`src/rtl/vmem_port_arbiter.sv`:
```
// Arbitrates the single data-memory port between the scalar load/store path and the
// vector memory unit: round-robin in idle, exclusive vector ownership, burst watchdog.
module vmem_port_arbiter #(
   parameter int unsigned TMO_CYCLES = 256
) (
   input  logic        clk,
   input  logic        rst,
   input  logic        i_s_re,
   input  logic        i_s_we,
   input  logic [31:0] i_s_addr,
   input  logic [31:0] i_s_wdata,
   output logic [31:0] o_s_rdata,
   output logic        o_s_stall,
   input  logic        i_v_req,
   output logic        o_v_gnt,
   input  logic        i_v_done,
   input  logic        i_v_re,
   input  logic        i_v_we,
   input  logic [31:0] i_v_addr,
   input  logic [31:0] i_v_wdata,
   output logic [31:0] o_v_rdata,
   output logic        o_v_abort,
   output logic        o_mem_re,
   output logic        o_mem_we,
   output logic [31:0] o_mem_addr,
   output logic [31:0] o_mem_wdata,
   input  logic [31:0] i_mem_rdata,
   output logic [1:0]  o_owner,
   output logic        o_err,
   input  logic        i_err_clr
);

   localparam int unsigned CntW = $clog2(TMO_CYCLES + 1);
   localparam logic [CntW-1:0] CntLast = CntW'(TMO_CYCLES - 1);

   typedef enum logic [1:0] {
      StIdle   = 2'd0,
      StVGrant = 2'd1,
      StVOwn   = 2'd2,
      StVRel   = 2'd3
   } state_e;

   state_e          state_q, state_d;
   logic            last_v_q, last_v_d;
   logic [CntW-1:0] cnt_q, cnt_d;
   logic            err_q, err_d;

   logic s_req;
   logic s_served;
   logic timeout;
   logic vec_own;

   assign s_req   = i_s_re | i_s_we;
   assign vec_own = (state_q == StVGrant) || (state_q == StVOwn);

   always_comb begin
      state_d  = state_q;
      last_v_d = last_v_q;
      cnt_d    = cnt_q;
      err_d    = err_q;
      s_served = 1'b0;
      timeout  = 1'b0;
      unique case (state_q)
         StIdle: begin
            cnt_d = '0;
            // Scalar wins unless the vector side is owed the next turn.
            if (s_req && (!i_v_req || last_v_q)) begin
               s_served = 1'b1;
               last_v_d = 1'b0;
            end else if (i_v_req) begin
               state_d  = StVGrant;
               last_v_d = 1'b1;
            end
         end
         StVGrant: begin
            cnt_d   = cnt_q + CntW'(1);
            state_d = i_v_done ? StVRel : StVOwn;
         end
         StVOwn: begin
            cnt_d = cnt_q + CntW'(1);
            if (i_v_done) begin
               state_d = StVRel;
            end else if (cnt_q == CntLast) begin
               timeout = 1'b1;
               state_d = StVRel;
            end
         end
         StVRel: begin
            cnt_d   = '0;
            state_d = StIdle;
         end
         default: state_d = StIdle;
      endcase
      if (timeout) begin
         err_d = 1'b1;
      end else if (i_err_clr) begin
         err_d = 1'b0;
      end
   end

   always_ff @(posedge clk or posedge rst) begin
      if (rst) begin
         state_q  <= StIdle;
         last_v_q <= 1'b0;
         cnt_q    <= '0;
         err_q    <= 1'b0;
      end else begin
         state_q  <= state_d;
         last_v_q <= last_v_d;
         cnt_q    <= cnt_d;
         err_q    <= err_d;
      end
   end

   // Outputs are forced low while reset is held so nothing leaks onto the port.
   always_comb begin
      o_owner     = 2'd0;
      o_v_gnt     = 1'b0;
      o_v_abort   = 1'b0;
      o_err       = 1'b0;
      o_s_stall   = 1'b0;
      o_mem_re    = 1'b0;
      o_mem_we    = 1'b0;
      o_mem_addr  = 32'd0;
      o_mem_wdata = 32'd0;
      o_s_rdata   = 32'd0;
      o_v_rdata   = 32'd0;
      if (!rst) begin
         o_owner   = state_q;
         o_v_gnt   = (state_q == StVGrant);
         o_v_abort = timeout;
         o_err     = err_q;
         o_s_stall = s_req & ~s_served;
         if (vec_own) begin
            o_mem_re    = i_v_re;
            o_mem_we    = i_v_we;
            o_mem_addr  = i_v_addr;
            o_mem_wdata = i_v_wdata;
            o_v_rdata   = i_mem_rdata;
         end else if (s_served) begin
            o_mem_re    = i_s_re;
            o_mem_we    = i_s_we;
            o_mem_addr  = i_s_addr;
            o_mem_wdata = i_s_wdata;
            o_s_rdata   = i_mem_rdata;
         end
      end
   end

endmodule

```
`config.mk`:
```
export PLATFORM = sky130hd
export DESIGN_NAME = vmem_port_arbiter
export DESIGN_NICKNAME = d
export VERILOG_FILES = /design/src/rtl/vmem_port_arbiter.sv
export SDC_FILE = /design/constraint.sdc
export NUM_CORES = 1
export LEC_CHECK = 0
export BUFFER_PORTS_ARGS = -buffer_cell sky130_fd_sc_hd__buf_2
export CAP_MARGIN = 10
export CORE_AREA = 3 3 118 120
export DETAILED_ROUTE_END_ITERATION = 10
export DIE_AREA = 0 0 121 123
export PLACE_DENSITY = 0.62
export SYNTH_ARGS = -nofsm -noshare
export SYNTH_HDL_FRONTEND = slang
export SYNTH_SLANG_ARGS = --single-unit
```
`constraint.sdc`:
```
create_clock -name clk -period 4.1 [get_ports clk]
set_clock_uncertainty 0.15 [all_clocks]
set_input_delay 0.205 -clock clk [delete_from_list [all_inputs] [get_ports clk]]
set_output_delay 0.205 -clock clk [all_outputs]
set_load 0.02 [all_outputs]
```
==> summary.txt, run 1 <==
Clock tree
  – # H-tree levels: 1
  – Later-pin clock latency in the skew report: 240 ps
  – Post-CTS setup buffer count: 0
  – CTS tree: built
  – Worst-path clk slew: 40 ps
  – CTS Buf Count: 3
  – CTS hold repair buffers: 0
  – CTS Root Cell: clkbuf_16
  – CTS resizes: 0
  – Clock sink total: 13
  – Worst-case clock buffer depth: 2

Placed design
  – Routability cong.: 0.823
  – Post-DP HPWL: 8570 µm
  – IO Port Bufs: 304

Pwr
  – Peak supply drop: 0.462 mV
  – Sw Share: 0.563
  – Clk pwr share: 0.072
  – Switch Pwr: 1440 µW
  – Int Power: 1120 µW
  – Leak: roughly 0.0023 µW
  – Pwr Density: 629 mW/mm²
  – Combinational share of power: 0.857
  – Overall power: 2550 µW
  – Reg power frac: 0.071

Critical path
  – Worst R2R Start: cnt_q[0]
  – CP Class: reg2out
  – Crit path DAT: roughly 2600 ps
  – Startpoint Class: flop
  – FF-to-FF path depth: 8
  – Maximum fanout along the worst path: 96
  – Setup slack, reg-to-reg: 2050 ps
  – Worst r2r dst: state_q[0]
  – Critical path endpoint category: primary output
  – CP required: 3740 ps

Run
  – Max_cap viols: 0

GRT
  – Total GRT Usage: 0.122
  – Antenna violations before repair: 1
  – Largest net degree at the start of global routing: 97
  – Vias in the first global route: 2900
  – GRT Residual Overflow: 0
  – First-pass GRT wire length: about 15000 µm

Floorplan
  – Die height: 123 µm
  – DIE WIDTH: 121 µm
  – Num ports: 305
  – Row cnt: 42
  – Core ar.: 0.0131 mm²
  – Initial core utilization: 0.181
  – Total die area: 0.0149 mm²

Synthesis
  – Largest area contributor in the netlist: nand3b_1
  – Cell count after synthesis: 373
  – Post-synthesis sequential area ratio: 0.138
  – Yosys warning total: 0
  – Mapped Nets: between 500 and 600
  – #FFs+latches synth: 13
  – Area share of the largest cell type after synthesis: 0.213
  – Post-Syn Area: approximately 0.0024 mm²
  – Area contributors post-synth: nand3b_1 21%, and2_1 19%, a21oi_1 14%, dfrtp_1 14%, nand2_1 11%
  – Mean Syn Cell Area: 6.34 µm²
  – Netlist cell types: 27

Layout
  – Area growth from synthesis to layout: 71.8%
  – Fillers: 1475
  – Final Net Count: just over 800
  – Share of cells above drive strength 1: 0.485

STA
  – Final worst path period share: 0.708
  – Crit path time final: 2900 ps
  – Pins over their slew limit: 0
  – Fmax: 0.345 GHz
  – Final Hold Vio Count: 0
  – Fin Setup TNS: 0 ps
  – Unrepaired setup endpoints after global routing: no
  – Final setup vio count: 0
  – Slew @ Worst Pin: 932 ps
  – Slew HR: 0.378

Run status
  – Status: complete, no violations

Drt
  – Router iterations before antenna repair: 4
  – Post-DRT Antenna Nets: 0
  – DRC errors left: 0
  – Routed via count: 3472
  – Via/cell ratio: roughly 4.2
  – WL/cell: 13.3 µm
  – Detailed Route WL: 11000 µm
  – Initial DRC count: 158

Worst hold path
  – WHS Endpoint: err_q
  – Hold path depth: 2
  – Type of the tightest min-delay check: in2reg
  – Hold wc startpoint: i_err_clr
==> power groups by stage <==
stage	Sequential (µW)	Clock (µW)	Combinational (µW)
floorplan	179	0	1570
detailed placement	184	0	2190
finish	183	184	2190
global route	188	193	2380
global placement	183	0	2190
CTS	182	188	2200
==> sequential cells by signal (all words and copies together) (netlist names) <==
signal and cells:
state_q 2, cnt_q 9, last_v_q 1, err_q 1
==> routing by layer <==
metal / global-route usage / vias to the layer above / share of wire
li1: - / 1789 / -
met1: 0.160 / 1528 / 0.42
met2: 0.212 / 147 / 0.49
met3: 0.0220 / 6 / 0.086
met4: 0.0212 / 2 / 0.0057
met5: 0 / - / 0.0012
==> worst max path at each step <==
stage | start | end | slack [ps] | cells after the start
6_report | state_q[0] | o_s_rdata[18] | 1200 | 5
4_1_cts | state_q[0] | o_s_rdata[18] | 1150 | 5
5_1_grt | state_q[0] | o_s_rdata[25] | 950 | 5
3_5_place_dp | state_q[0] | o_s_rdata[18] | 1410 | 5
3_3_place_gp | state_q[0] | o_s_rdata[7] | 1440 | 5
2_1_floorplan | state_q[0] | o_mem_addr[22] | 1960 | 9
==> cell usage in the layout, fill, tap and decap left out, drive strengths merged, types with 2 or more instances in the layout <==
cell type  count
buf          308
nor3b          2
nand2         70
xor2           2
ha             6
nor2b          5
clkbuf         4
nand3b        67
dfrtp         13
a21oi         68
nor2           5
inv            6
nand3          3
xnor2          3
and2          70
o21ai          4
nor3           3
==> worst max-delay path: stages, from the launching register on <==
cell     delay [ps]
dfrtp_1         380
inv_1           200
ha_4            450
nor3b_4         870
and2_1          230
buf_2           160
==> logic make-up (layout without fill, tap and decap cells) <==
| logic type | Yosys count | in the layout | share of synthesized area |
|---|---|---|---|
| and+or+nand+nor | 228 | 228 | 0.562 |
| AOI/OAI and AO/OA | 77 | 77 | 0.169 |
| buffers and inverters | 44 | 318 | 0.0810 |
| DFF | 13 | 13 | 0.138 |
| adders and majority gates | 6 | 6 | 0.0318 |
| xor gates and xnor gates | 5 | 5 | 0.0185 |
| other | 0 | 1 | 0 |
==> final cells by class <==
class / count / area (µm²) / share of cell area
Multi-Input combinational cell: 316 / 1860 / 0.458
Antenna cell: 1 / 2.50 / 0.000616
Clock buffer: 4 / 78.8 / 0.0194
Tap cell: 176 / 220 / 0.0542
Inverter: 6 / 22.5 / 0.00555
Sequential cell: 13 / 325 / 0.0801
Timing Repair Buffer: 308 / 1550 / 0.382
==> synth_stat cells (all sizes together) <==
master / number
a211oi: 1
a21boi: 1
a21oi: 68
a221oi: 1
a22oi: 1
and2: 70
and3: 1
buf: 13
clkbuf: 25
dfrtp: 13
ha: 6
inv: 6
nand2: 70
nand2b: 1
nand3: 3
nand3b: 67
nor2: 5
nor2b: 5
nor3: 3
nor3b: 2
o21a: 1
o21ai: 4
or3: 1
xnor2: 3
xor2: 2
==> through the flow <==
step / area [µm²] / hold slack (ps) / utilization / setup slack [ps] / cells
final: 4060 / 0.0192 / 0.310 / 1200 / 824
after global routing: 4060 / 45.0 / 0.310 / 948 / 823
after CTS: 4060 / 5.61 / 0.310 / 1150 / 823
after detailed placement: 3980 / 260 / 0.304 / 1410 / 819
after global placement: 3980 / 251 / 0.304 / 1440 / 819
after floorplan: 2360 / 151 / - / 1960 / 373
Power figures use the tool's default switching activity.
==> inputs of run 2 (changes only) <==
- clock period: 4.1 -> 2.8 ns (I/O delays scaled with it)
==> run 2 against run 1 <==
  * Final cell count up 0.49%
  * Final area up 1.2%
  * Worst hold slack better by 110 ps
  * Critical path type unchanged
  * Sequential share of layout area down 0.097 points
  * Total power up 48%
  * Die area unchanged
  * Register-to-register slack worse by 1300 ps
  * First-iteration DRC count up 27%
  * Core utilization up 0.38 points
==> summary.txt, run 2 (synthesis results as in run 1) <==
Run status
  – Status: complete, no violations

Pwr
  – Peak supply drop: 0.367 mV
  – Pwr Density: approximately 920 mW/mm²
  – Overall power: 3780 µW
  – Leak: between 0.002 and 0.0025 µW

Layout
  – Largest registers: cnt_q: 9 flops, state_q: 2 flops
  – Final Net Count: 828
  – Area growth from synthesis to layout: 74.0%
  – Fillers: 1454
  – Area of the multi-input gates: 0.00186 mm²
  – Final Non-Filler Cells: about 830
  – Most common cell after layout, fill and taps aside: buf_2
  – Share of cells above drive strength 1: 0.488
  – Ant diodes: 0
  – Reg with most FFs: cnt_q
  – Largest register FFs: 9
  – Register Area: 325 µm²
  – Most frequent cells in the layout: 304 x buf_2, 70 x nand2_1, 69 x and2_1, 68 x a21oi_1, 67 x nand3b_1

Drt
  – Routed via count: 3549
  – Detailed Route WL: ~11000 µm
  – Post-DRT Antenna Nets: 0
  – Via/cell ratio: between 4 and 5
  – Router iterations before antenna repair: 4
  – DRC errors left: 0
  – WL/cell: 13.3 µm
  – Initial DRC count: 200

Critical path
  – Worst-path cell chain: inv_1 > ha_4 > buf_4 > nand2_1 > a21oi_1 > buf_2
  – CP Class: reg2out
  – Critical path endpoint category: primary output
  – Startpoint Class: flop
  – Crit-path max cell delay: roughly 620 ps
  – CP required: ~2500 ps
  – Worst path slowest cell: ha_4
  – Maximum fanout along the worst path: 56
  – Crit path DAT: 2250 ps

Clock tree
  – Clock sink total: 13
  – CTS Buf Count: 3
  – Later-pin clock latency in the skew report: ~240 ps
  – CTS hold repair buffers: 1
  – Worst-case clock buffer depth: 2
  – Worst-path clk slew: around 40 ps
  – CTS resizes: 0
  – CTS tree: built
  – CTS Root Cell: clkbuf_16
  – # H-tree levels: 1
  – Post-CTS setup buffer count: 0

STA
  – Fmax: 0.394 GHz
  – Slew HR: 0.460
  – Final worst path period share: 0.907
  – Fin Setup TNS: 0 ps
  – Slew @ Worst Pin: 810 ps
  – Pins over their slew limit: 0
  – Crit path time final: 2540 ps
  – Final setup vio count: 0
  – Final Hold Vio Count: 0
  – Unrepaired setup endpoints after global routing: no

Run
  – Max_cap viols: 0

GRT
  – Antenna violations before repair: 0
  – First-pass GRT wire length: roughly 15000 µm
  – GRT Residual Overflow: 0
  – Largest net degree at the start of global routing: 57
  – Total GRT Usage: 0.127
  – Vias in the first global route: 3069

Floorplan
  – Die height: 123 µm
  – Num ports: 305
  – DIE WIDTH: 121 µm
  – Total die area: 0.0149 mm²
  – Core ar.: 0.0131 mm²
  – Initial core utilization: 0.181
  – Row cnt: 42

Placed design
  – Placed cell count: about 820
  – IO Port Bufs: 304
  – Routability cong.: about 0.74
  – Post-DP HPWL: 8760 µm

Worst hold path
  – Type of the tightest min-delay check: in2reg
[run 2: cell count changes in the layout (fill, tap and decap cells not counted), sizes merged]
cell         change
dlygate4sd3      +1
diode            -1
buf              +4
[run 2: worst max-delay path: cells and delay by family (launching register included)]
family                   cells  cell delay [ps]
buffers and inverters        3              730
flip-flops                   1              350
AND/OR/NAND/NOR              1               90
AO/OA/AOI/OAI                1              210
adder cells (fa/ha/maj)      1              620
[run 2: stage by stage]
step           setup WS, ps  hold WS [ps]  cell area [µm²]   util
2_1_floorplan           728          86.4             2360      -
3_3_place_gp            481           192             4020  0.307
3_5_place_dp            497           191             4020  0.307
4_1_cts                 234           107             4110  0.314
5_1_grt                38.4           135             4110  0.314
6_report                260           115             4110  0.314
[run 2: per-layer routing]
layer | share of wire | up-vias | wire length (µm) | global-route usage
li1 | - | 1802 | - | -
met1 | 0.42 | 1590 | 4660 | 0.166
met2 | 0.50 | 152 | 5500 | 0.228
met3 | 0.072 | 5 | 797 | 0.0137
met4 | 0.0053 | 0 | 58 | 0.0220
met5 | 0 | - | 0 | 0
[run 2: final timing paths]
check / startpoint / end / slack, ps / cells after the start
worst max-delay path: state_q[1] / o_mem_wdata[27] / 260 / 6
worst min-delay path: i_v_req / last_v_q / 110 / 3
worst max register to register: cnt_q[0] / state_q[0] / 720 / 8
worst min register to register: last_v_q / last_v_q / 320 / 1
max in group asynchronous: rst / cnt_q[0] / 2000 / 2
min in group asynchronous: rst / state_q[1] / 170 / 2
[run 2: layout make-up]
cell class | instances | area share
inverter | 6 | 0.00548
clock buffer | 4 | 0.0192
tap | 176 | 0.0536
sequential | 13 | 0.0791
timing repair buffer | 313 | 0.390
multi-input combinational | 316 | 0.453
[run 2: power by group]
group | switching [µW] | internal (µW) | leakage (µW) | total [µW]
registers | 31.3 | 234 | 0.000172 | 265
clock network | 75.3 | 192 | 0.0000382 | 267
logic | 2000 | 1250 | 0.00208 | 3250
==> inputs of run 3 (changes only) <==
- CELL_PAD_IN_SITES_DETAIL_PLACEMENT: not set -> 1
- CELL_PAD_IN_SITES_GLOBAL_PLACEMENT: not set -> 1
- CORE_AREA: 3 3 118 120 -> 3 3 122 112
- DIE_AREA: 0 0 121 123 -> 0 0 125 115
- PLACE_DENSITY: 0.62 -> not set
- PLACE_DENSITY_LB_ADDON: not set -> 0.1
- SLEW_MARGIN: not set -> 5
==> run 3 against run 2 <==
  * Sequential power increased by 2%
  * Final area is 0.33% lower
  * First-iteration DRC count is 5.0% lower
  * Core utilization is 1.1 points higher
  * Sequential cell count stayed put
  * Critical path depth up 2
  * Die area is 3.4% lower
  * Worst hold slack worse by 48 ps
  * Critical path type unchanged
==> summary.txt, run 3 (synthesis results as in run 1) <==
Run status
  – Status: complete, no violations

Drt
  – Post-DRT Antenna Nets: 0
  – Routed via count: 3605
  – Router iterations before antenna repair: 4
  – Initial DRC count: 190
  – Via/cell ratio: 4.42
  – DRC errors left: 0
  – Detailed Route WL: approximately 13000 µm
  – WL/cell: between 15 and 20 µm

Critical path
  – Setup slack, reg-to-reg: ~730 ps
  – Startpoint Class: flop
  – CP Class: reg2out
  – FF-to-FF path depth: 8
  – Crit path from: state_q[0]
  – Worst R2R Start: cnt_q[0]
  – Maximum fanout along the worst path: 65
  – Worst r2r dst: state_q[0]
  – CP required: around 2500 ps
  – Crit path DAT: around 2200 ps
  – Worst setup endpoint: o_mem_wdata[11]
  – Critical path endpoint category: primary output

Clock tree
  – Clock sink total: 13
  – # H-tree levels: 1
  – CTS Root Cell: clkbuf_16
  – CTS hold repair buffers: 1
  – Post-CTS setup buffer count: 0
  – Later-pin clock latency in the skew report: 250 ps
  – Worst-case clock buffer depth: 2
  – CTS Buf Count: 3
  – Worst-path clk slew: 50 ps
  – CTS tree: built
  – CTS resizes: 0

Pwr
  – Pwr Density: 934 mW/mm²
  – Clk pwr share: 0.071
  – Sw Share: 0.560
  – Int Power: 1680 µW
  – Switch Pwr: 2140 µW
  – Peak supply drop: 0.486 mV
  – Reg power frac: 0.070
  – Combinational share of power: 0.858
  – Leak: 0.00229 µW

GRT
  – Vias in the first global route: 3547
  – Largest net degree at the start of global routing: 79
  – GRT Residual Overflow: 0
  – Total GRT Usage: 0.160
  – First-pass GRT wire length: 19100 µm
  – Antenna violations before repair: 1

Placed design
  – IO Port Bufs: 304
  – Routability cong.: 0.869
  – Post-DP HPWL: about 10000 µm

STA
  – Final setup vio count: 0
  – Slew HR: 0.621
  – Crit path time final: between 2000 and 3000 ps
  – Fin Setup TNS: 0 ps
  – Final Hold Vio Count: 0
  – Pins over their slew limit: 0
  – Fmax: 0.396 GHz
  – Slew @ Worst Pin: roughly 570 ps
  – Unrepaired setup endpoints after global routing: no
  – Final worst path period share: 0.902

Layout
  – Largest register FFs: 9
  – Largest registers: cnt_q: 9 flops, state_q: 2 flops
  – Most common cell after layout, fill and taps aside: buf_2
  – Most frequent cells in the layout: 304 x buf_2, 70 x nand2_1, 69 x and2_1, 68 x a21oi_1, 67 x nand3b_1
  – Fin util: 0.325
  – Share of cells above drive strength 1: 0.488
  – Reg with most FFs: cnt_q
  – Fillers: approximately 1700
  – Final Net Count: 826
  – Area growth from synthesis to layout: 73.4%

Floorplan
  – Num ports: approximately 310
  – Total die area: 0.0144 mm²
  – Initial core utilization: 0.188
  – Die height: 115 µm
  – DIE WIDTH: around 130 µm
  – Row cnt: 39
  – Core ar.: 0.0126 mm²

Worst hold path
  – Type of the tightest min-delay check: in2async

Run
  – Max_cap viols: 0
-- run 3: cell count changes in the layout (fill, tap and decap cells not counted) --
cell,change
buf_4,-3
buf_12,+1
clkbuf_1,-1
clkinv_2,+1
diode_2,+1
-- run 3: critical path, stage by stage, from the launching register on --
cell	delay (ps)
dfrtp_1	380
inv_1	200
ha_4	180
o21a_1	170
and2_2	220
buf_12	270
nand3b_1	110
a21oi_1	220
buf_2	210
-- run 3: final cells by class --
type | count | area, µm² | share of cell area
Multi-Input combinational cell | 316 | 1860 | 0.454
Timing Repair Buffer | 311 | 1600 | 0.391
Tap cell | 164 | 205 | 0.0501
Sequential cell | 13 | 325 | 0.0794
Clock buffer | 3 | 75.1 | 0.0183
Clock inverter | 1 | 5.00 | 0.00122
Antenna cell | 1 | 2.50 | 0.000611
Inverter | 6 | 22.5 | 0.00550
-- run 3: metal layers --
metal	track usage	wire length [µm]	vias to the layer above
li1	-	-	1800
met1	0.192	5100	1631
met2	0.297	6460	159
met3	0.0395	962	13
met4	0.0260	145	2
met5	0	13	-
-- run 3: per-stage QoR --
step | hold WS, ps | instance area, µm² | cells | setup WS [ps] | total power (µW)
after global routing | 102 | 4100 | 814 | 124 | 4200
after global placement | 169 | 4010 | 809 | 598 | 3540
after CTS | 106 | 4100 | 814 | 226 | 3890
after floorplan | 86.4 | 2360 | 373 | 728 | 2570
after detailed placement | 176 | 4010 | 809 | 500 | 3600
final | 67.2 | 4100 | 815 | 275 | 3830
-- run 3: worst min path at each step --
stage	from	to	slack (ps)	cells after the start
finish	rst	cnt_q[5]	70	2
global route	i_v_req	last_v_q	100	3
CTS	rst	cnt_q[6]	110	2
detailed placement	i_err_clr	err_q	180	2
global placement	i_err_clr	err_q	170	2
floorplan	i_err_clr	err_q	90	1
-- run 3: power by group through the flow --
stage	combinational, µW	clock [µW]	sequential (µW)
after floorplan	2310	0	262
after global placement	3270	0	268
after detailed placement	3330	0	272
after CTS	3350	280	269
after global routing	3630	294	275
final	3290	274	269
